$ cat config.mk
export PLATFORM = sky130hd
export DESIGN_NAME = fan_ctrl
export DESIGN_NICKNAME = d
export VERILOG_FILES = /design/src/rtl/fan_pkg.sv /design/src/rtl/fan_pwm_gen.sv /design/src/rtl/fan_ctrl.sv
export SDC_FILE = /design/constraint.sdc
export NUM_CORES = 1
export LEC_CHECK = 0
export ABC_AREA = 1
export BUFFER_PORTS_ARGS = -buffer_cell sky130_fd_sc_hd__buf_2
export CAP_MARGIN = 0
export CORE_ASPECT_RATIO = 1.4
export CORE_UTILIZATION = 40
export CTS_CLUSTER_DIAMETER = 50
export DETAILED_ROUTE_END_ITERATION = 10
export HOLD_SLACK_MARGIN = 0.12
export SLEW_MARGIN = 10
export SYNTH_ARGS = -nofsm -noshare
export SYNTH_HDL_FRONTEND = slang
export SYNTH_HIERARCHICAL = 1
export SYNTH_SLANG_ARGS = --single-unit
$ cat constraint.sdc
create_clock -name clk -period 2.1 [get_ports clk]
set_input_delay 0.525 -clock clk [delete_from_list [all_inputs] [get_ports clk]]
set_output_delay 0.525 -clock clk [all_outputs]
set_load 0.03 [all_outputs]
$ cat src/rtl/fan_pkg.sv
// fan_pkg: shared CSR map, FSM encoding and tacho decode for the fan controller.
package fan_pkg;
  localparam logic [4:0] OFS_CTRL = 5'd0;
  localparam logic [4:0] OFS_DUTY = 5'd1;
  localparam logic [4:0] OFS_THRESH = 5'd2;
  localparam int CTRL_EN = 0;
  localparam int CTRL_FAIL_EN = 1;
  localparam int CTRL_FAIL = 7;
  localparam logic [7:0] PWM_LAST = 8'd254;
  typedef enum logic [1:0] {
    ST_OFF = 2'd0,
    ST_SPINUP = 2'd1,
    ST_RUN = 2'd2,
    ST_FAIL = 2'd3
  } state_t;
  function automatic logic [9:0] tacho_decode(input logic [7:0] v);
    return v[7] ? {v[6:0], 3'b000} : {3'b000, v[6:0]};
  endfunction
endpackage

$ cat src/rtl/fan_pwm_gen.sv
// fan_pwm_gen: 255-tick PWM with duty shadowed at each period boundary.
module fan_pwm_gen
  import fan_pkg::*;
#(
  parameter bit PWM_INVERT = 1'b0
) (
  input  logic       clk,
  input  logic       rst,
  input  logic       ce_pwm,
  input  logic [7:0] duty_src,
  output logic       pwm_out
);
  logic [7:0] cnt, duty_eff;
  logic wrap;
  assign wrap = ce_pwm && cnt == PWM_LAST;
  always_ff @(posedge clk or posedge rst) begin
    if (rst) begin
      cnt <= '0;
      duty_eff <= '0;
      pwm_out <= PWM_INVERT;
    end else begin
      if (ce_pwm) cnt <= wrap ? '0 : cnt + 8'd1;
      if (wrap) duty_eff <= duty_src;
      pwm_out <= (cnt < duty_eff) ^ PWM_INVERT;
    end
  end
endmodule

$ cat src/rtl/fan_ctrl.sv
// fan_ctrl: CSR window, spin-up/run/fail FSM with tacho stall detection, drives fan_pwm_gen.
module fan_ctrl
  import fan_pkg::*;
#(
  parameter logic [4:0] BASE_ADDR = 5'h0,
  parameter int SPINUP_SEC = 2,
  parameter int FAIL_SEC = 3,
  parameter bit PWM_INVERT = 1'b0
) (
  input  logic       clk,
  input  logic       rst,
  input  logic [4:0] csr_a,
  input  logic [7:0] csr_di,
  input  logic       csr_we,
  output logic [7:0] csr_do,
  input  logic       ce_1hz,
  input  logic       ce_pwm,
  input  logic [7:0] tacho_val,
  output logic       pwm_out,
  output logic       fan_fail
);
  localparam logic [4:0] A_CTRL = BASE_ADDR + OFS_CTRL;
  localparam logic [4:0] A_DUTY = BASE_ADDR + OFS_DUTY;
  localparam logic [4:0] A_THRESH = BASE_ADDR + OFS_THRESH;
  state_t state, state_nxt;
  logic enable, fail_en, fail_st, ce_q;
  logic [7:0] duty, thresh, duty_src;
  logic [2:0] sec_cnt;
  logic [1:0] low_cnt;
  logic ctrl_wr, en_nxt, clr, low, fail_now;
  assign csr_do = csr_a == A_CTRL ? {fail_st, state, 3'b000, fail_en, enable} :
                  csr_a == A_DUTY ? duty :
                  csr_a == A_THRESH ? thresh : 8'h00;
  assign duty_src = state == ST_OFF ? 8'h00 : state == ST_RUN ? duty : 8'hFF;
  // ce_q marks the evaluation cycle: the tacho value settles one clock after ce_1hz
  always_comb begin
    ctrl_wr = csr_we && csr_a == A_CTRL;
    en_nxt = ctrl_wr ? csr_di[CTRL_EN] : enable;
    clr = ctrl_wr && csr_di[CTRL_FAIL];
    low = tacho_decode(tacho_val) < tacho_decode(thresh);
    fail_now = state == ST_RUN && ce_q && low && low_cnt == 2'(FAIL_SEC - 1);
    state_nxt = state;
    if (!en_nxt) state_nxt = ST_OFF;
    else
      case (state)
        ST_OFF: state_nxt = ST_SPINUP;
        ST_SPINUP: if (ce_q && sec_cnt == 3'(SPINUP_SEC - 1)) state_nxt = ST_RUN;
        ST_RUN: if (fail_now) state_nxt = ST_FAIL;
        default: if (clr) state_nxt = ST_SPINUP;
      endcase
  end
  always_ff @(posedge clk or posedge rst) begin
    if (rst) begin
      state <= ST_OFF;
      enable <= 1'b0;
      fail_en <= 1'b0;
      fail_st <= 1'b0;
      duty <= '0;
      thresh <= '0;
      ce_q <= 1'b0;
      sec_cnt <= '0;
      low_cnt <= '0;
      fan_fail <= 1'b0;
    end else begin
      state <= state_nxt;
      ce_q <= ce_1hz;
      enable <= en_nxt;
      if (ctrl_wr) fail_en <= csr_di[CTRL_FAIL_EN];
      if (csr_we && csr_a == A_DUTY) duty <= csr_di;
      if (csr_we && csr_a == A_THRESH) thresh <= csr_di;
      fail_st <= fail_now || (fail_st && !clr);
      sec_cnt <= (state != ST_SPINUP || state_nxt != ST_SPINUP) ? '0 : sec_cnt + {2'b00, ce_q};
      low_cnt <= state != ST_RUN ? '0 : ce_q ? (low ? low_cnt + 2'd1 : '0) : low_cnt;
      fan_fail <= fail_st && fail_en;
    end
  end
  fan_pwm_gen #(.PWM_INVERT(PWM_INVERT)) u_pwm (
    .clk(clk),
    .rst(rst),
    .ce_pwm(ce_pwm),
    .duty_src(duty_src),
    .pwm_out(pwm_out)
  );
endmodule

==> results.yml <==
sta:
  finalWorstPathRequiredPeriod_ns: 2.07
  hold-worst-slack_ns: 0.299
  grt_setup_unrepaired: "yes"
  finalCritPeriodShare_pct: 98.8
  report.final.setup_viol: 0
  finalMaxSlewViolations: 0
  clock.fmax_mhz: 482
  worst_pin_slew_ns: 0.651
  fin_skew_ns: 0.00475
  final-hold-violation-count: 0
  slew-limit-headroom_pct: 56.6
worst_setup_path:
  worstPathMaxFanout: 5
  crit_path_end_kind: "primary output"
  reg2reg_from: "thresh[7]$_DFFE_PP0P_"
  cp.arrival_ns: 1.55
  crit_path_start: "csr_a[3]"
  crit_type: "input port to primary output"
  cp.required_ns: 1.57
  worst_setup_path_start_kind: "input port"
cells_and_area:
  synthToLayoutAreaGrowth_pct: 13.9
  fin_cells: 471
  drive_gt1_share_pct: 16.1
  final_net_count: 443
  finalInstanceArea_mm2: 0.00307
  antenna-diode-count: 0
  final_core_utilization_pct: 47.0
yosys:
  post_syn_area_per_cell_um2: 7.59
  synth_cells: 355
  synth.lib_cells_used.distinct: 31
  synth.net_count: 402
  ys_seq_elements: 45
  seq_area_frac_synth_pct: 41.8
  synth-warning-count: 6
  mappedNetlistArea_mm2: 0.00269
die:
  dieWidth_um: 71.4
  placementRows: 35
  die_area_mm2: 0.00707
  dieHeight_um: 99.1
  core_area_mm2: 0.00653
  initial_core_util_pct: 41.3
  ioPinCount: 36
route:
  dr.pass1.iters: 4
  detail-route-antenna-nets: 0
  route.detailed.vias_per_inst: 4.93
  first_iter_violations: 51
  drcViolationCount: 0
  routed_wl_um: 5950
  wl_per_cell_um: 12.6
  vias: 2321
global_routing:
  global_route.overflow_total: 0
  number_of_global_route_vias_before_repair: 2265
  antenna_found_initial: 0
  grt_first_pass_wirelength_um: 10400
  overall_fraction_of_global_route_tracks_in_use_pct: 19.0
  grt_max_degree: 29
power_and_ir_drop:
  vdd_ir_drop_max_v: 0.000288
  report.power.total_mw: 2.49
  power_density_mw_per_mm2: 811
  reported_leakage_power_nw: 1.67
placed_design:
  gp_routability_congestion: 0.804
  detailed_place_hpwl_um: 4850
  postPlaceCellArea_mm2: 0.00296
  place.port_buffers: 35
  placed_cells_incl_taps: 463
flow_run:
  maxCapViolations: 0
cts:
  cts.clk_slew.worst_paths_ns: 0.08
  clock_root_buffer: "sky130_fd_sc_hd__clkbuf_8"
  clock-sinks: 45
  cts_buffers: 5
  clockBufferDepth: 2
  post_cts_hold_buffer_count: 0
  clock_tree_from_tritoncts: "built"
  clkLatencyLatePin_ns: 0.29
  cts_htree_levels: 2
status:
  run_status: "finished clean"
min_path:
  hp-class: "input port to async pin"
[area by class of cell]
class / instances / area (um2)
sequential: 45 / 1130
tap: 74 / 92.6
timing repair buffer: 40 / 228
clock buffer: 8 / 80.1
fill: 671 / 3460
inverter: 62 / 238
multi-input combinational: 242 / 1310
[synth_stat cells, drive strengths merged]
master | count | area (um2)
nand3 | 13 | 82.6
nand2 | 106 | 403
nor3 | 4 | 20.0
dfrtp | 45 | 1130
o22ai | 3 | 18.8
a21oi | 11 | 55.1
clkinv | 1 | 8.76
nand4 | 4 | 31.3
inv | 61 | 229
and3 | 1 | 6.26
o221ai | 2 | 17.5
o211ai | 1 | 7.51
o21ai | 43 | 219
a21boi | 1 | 7.51
ha | 21 | 263
clkbuf | 2 | 7.51
xnor2 | 1 | 8.76
a221o | 1 | 10.0
and2 | 1 | 6.26
nor2 | 29 | 136
buf | 4 | 30.0
[through the flow]
stage / worst slack [ns] / setup TNS [ns]
6_report: 0.0251 / 0
5_1_grt: -0.0371 / -0.0754
4_1_cts: 0.00200 / 0
3_5_place_dp: -0.00391 / -0.00465
3_3_place_gp: 0.00600 / 0
2_1_floorplan: 0.0623 / 0
[final timing paths]
check | depth (start not counted) | to | slack (ns)
max in group asynchronous | 2 | u_pwm/duty_eff[6]$_DFFE_PP0P_ | 1.36
worst min-delay path | 3 | sec_cnt[2]$_DFF_PP0_ | 0.30
min in group clk | 1 | ce_q$_DFF_PP0_ | 0.34
worst max register to register | 11 | sec_cnt[0]$_DFF_PP0_ | 0.22
worst max-delay path | 6 | csr_do[2] | 0.03
worst min register to register | 1 | low_cnt[0]$_DFFE_PP0P_ | 0.48
[critical path, stage by stage]
cell	delay, ns
sky130_fd_sc_hd__buf_2	0.10
sky130_fd_sc_hd__nor2_2	0.17
sky130_fd_sc_hd__and3_1	0.22
sky130_fd_sc_hd__inv_1	0.10
sky130_fd_sc_hd__o22ai_1	0.22
sky130_fd_sc_hd__buf_4	0.21
[what timing repair did]
action                                  in CTS  in global routing
endpoints found under the setup margin       1                  7
hold endpoints to repair                     0                  0
buffers inserted                             0                  0
gates resized for setup                      1                 12
[where the power goes]
part / internal, mW / leakage, nW / switching (mW)
combinational: 0.302 / 1.09 / 0.469
sequential: 1.02 / 0.544 / 0.182
clock: 0.237 / 0.0395 / 0.281
[cells by family after synthesis]
group	synth area share (%)
XOR/XNOR	0.325
buffers and inverters	10.2
flip-flops	41.8
AO/OA/AOI/OAI	12.4
adder cells (fa/ha/maj)	9.75
AND/OR/NAND/NOR	25.5
[per-layer routing]
| metal | GRT usage [%] | vias to the layer above | part of all wire (%) |
|---|---|---|---|
| li1 | - | 1212 | - |
| met1 | 21.0 | 1059 | 40 |
| met2 | 35.9 | 39 | 54 |
| met3 | 2.74 | 11 | 2.6 |
| met4 | 7.85 | 0 | 2.7 |
| met5 | 0 | - | 0 |
[sequential cells by signal, indices dropped and copies added (netlist names), 2 cells and up]
name / count
low_cnt: 2
sec_cnt: 3
duty: 8
state: 2
thresh: 8
u_pwm/cnt: 8
u_pwm/duty_eff: 8
[layout by cell type, fill, tap and decap left out, types with 2 or more instances in the layout]
| cell type | count |
|---|---|
| sky130_fd_sc_hd__nand3_2 | 3 |
| sky130_fd_sc_hd__buf_4 | 9 |
| sky130_fd_sc_hd__nand4_1 | 3 |
| sky130_fd_sc_hd__o221ai_1 | 2 |
| sky130_fd_sc_hd__nand2_2 | 2 |
| sky130_fd_sc_hd__clkbuf_1 | 3 |
| sky130_fd_sc_hd__nand2_1 | 104 |
| sky130_fd_sc_hd__nor2_2 | 3 |
| sky130_fd_sc_hd__a21oi_1 | 11 |
| sky130_fd_sc_hd__nor2_1 | 23 |
| sky130_fd_sc_hd__clkbuf_4 | 2 |
| sky130_fd_sc_hd__buf_2 | 29 |
| sky130_fd_sc_hd__o22ai_1 | 3 |
| sky130_fd_sc_hd__nand3_1 | 9 |
| sky130_fd_sc_hd__inv_1 | 57 |
| sky130_fd_sc_hd__clkbuf_8 | 5 |
| sky130_fd_sc_hd__nor2_4 | 3 |
| sky130_fd_sc_hd__nor3_1 | 4 |
| sky130_fd_sc_hd__o21ai_1 | 16 |
| sky130_fd_sc_hd__dfrtp_1 | 45 |
| sky130_fd_sc_hd__o21ai_0 | 26 |
| sky130_fd_sc_hd__inv_2 | 4 |
| sky130_fd_sc_hd__ha_1 | 21 |
(Power assumes the default switching activity.)
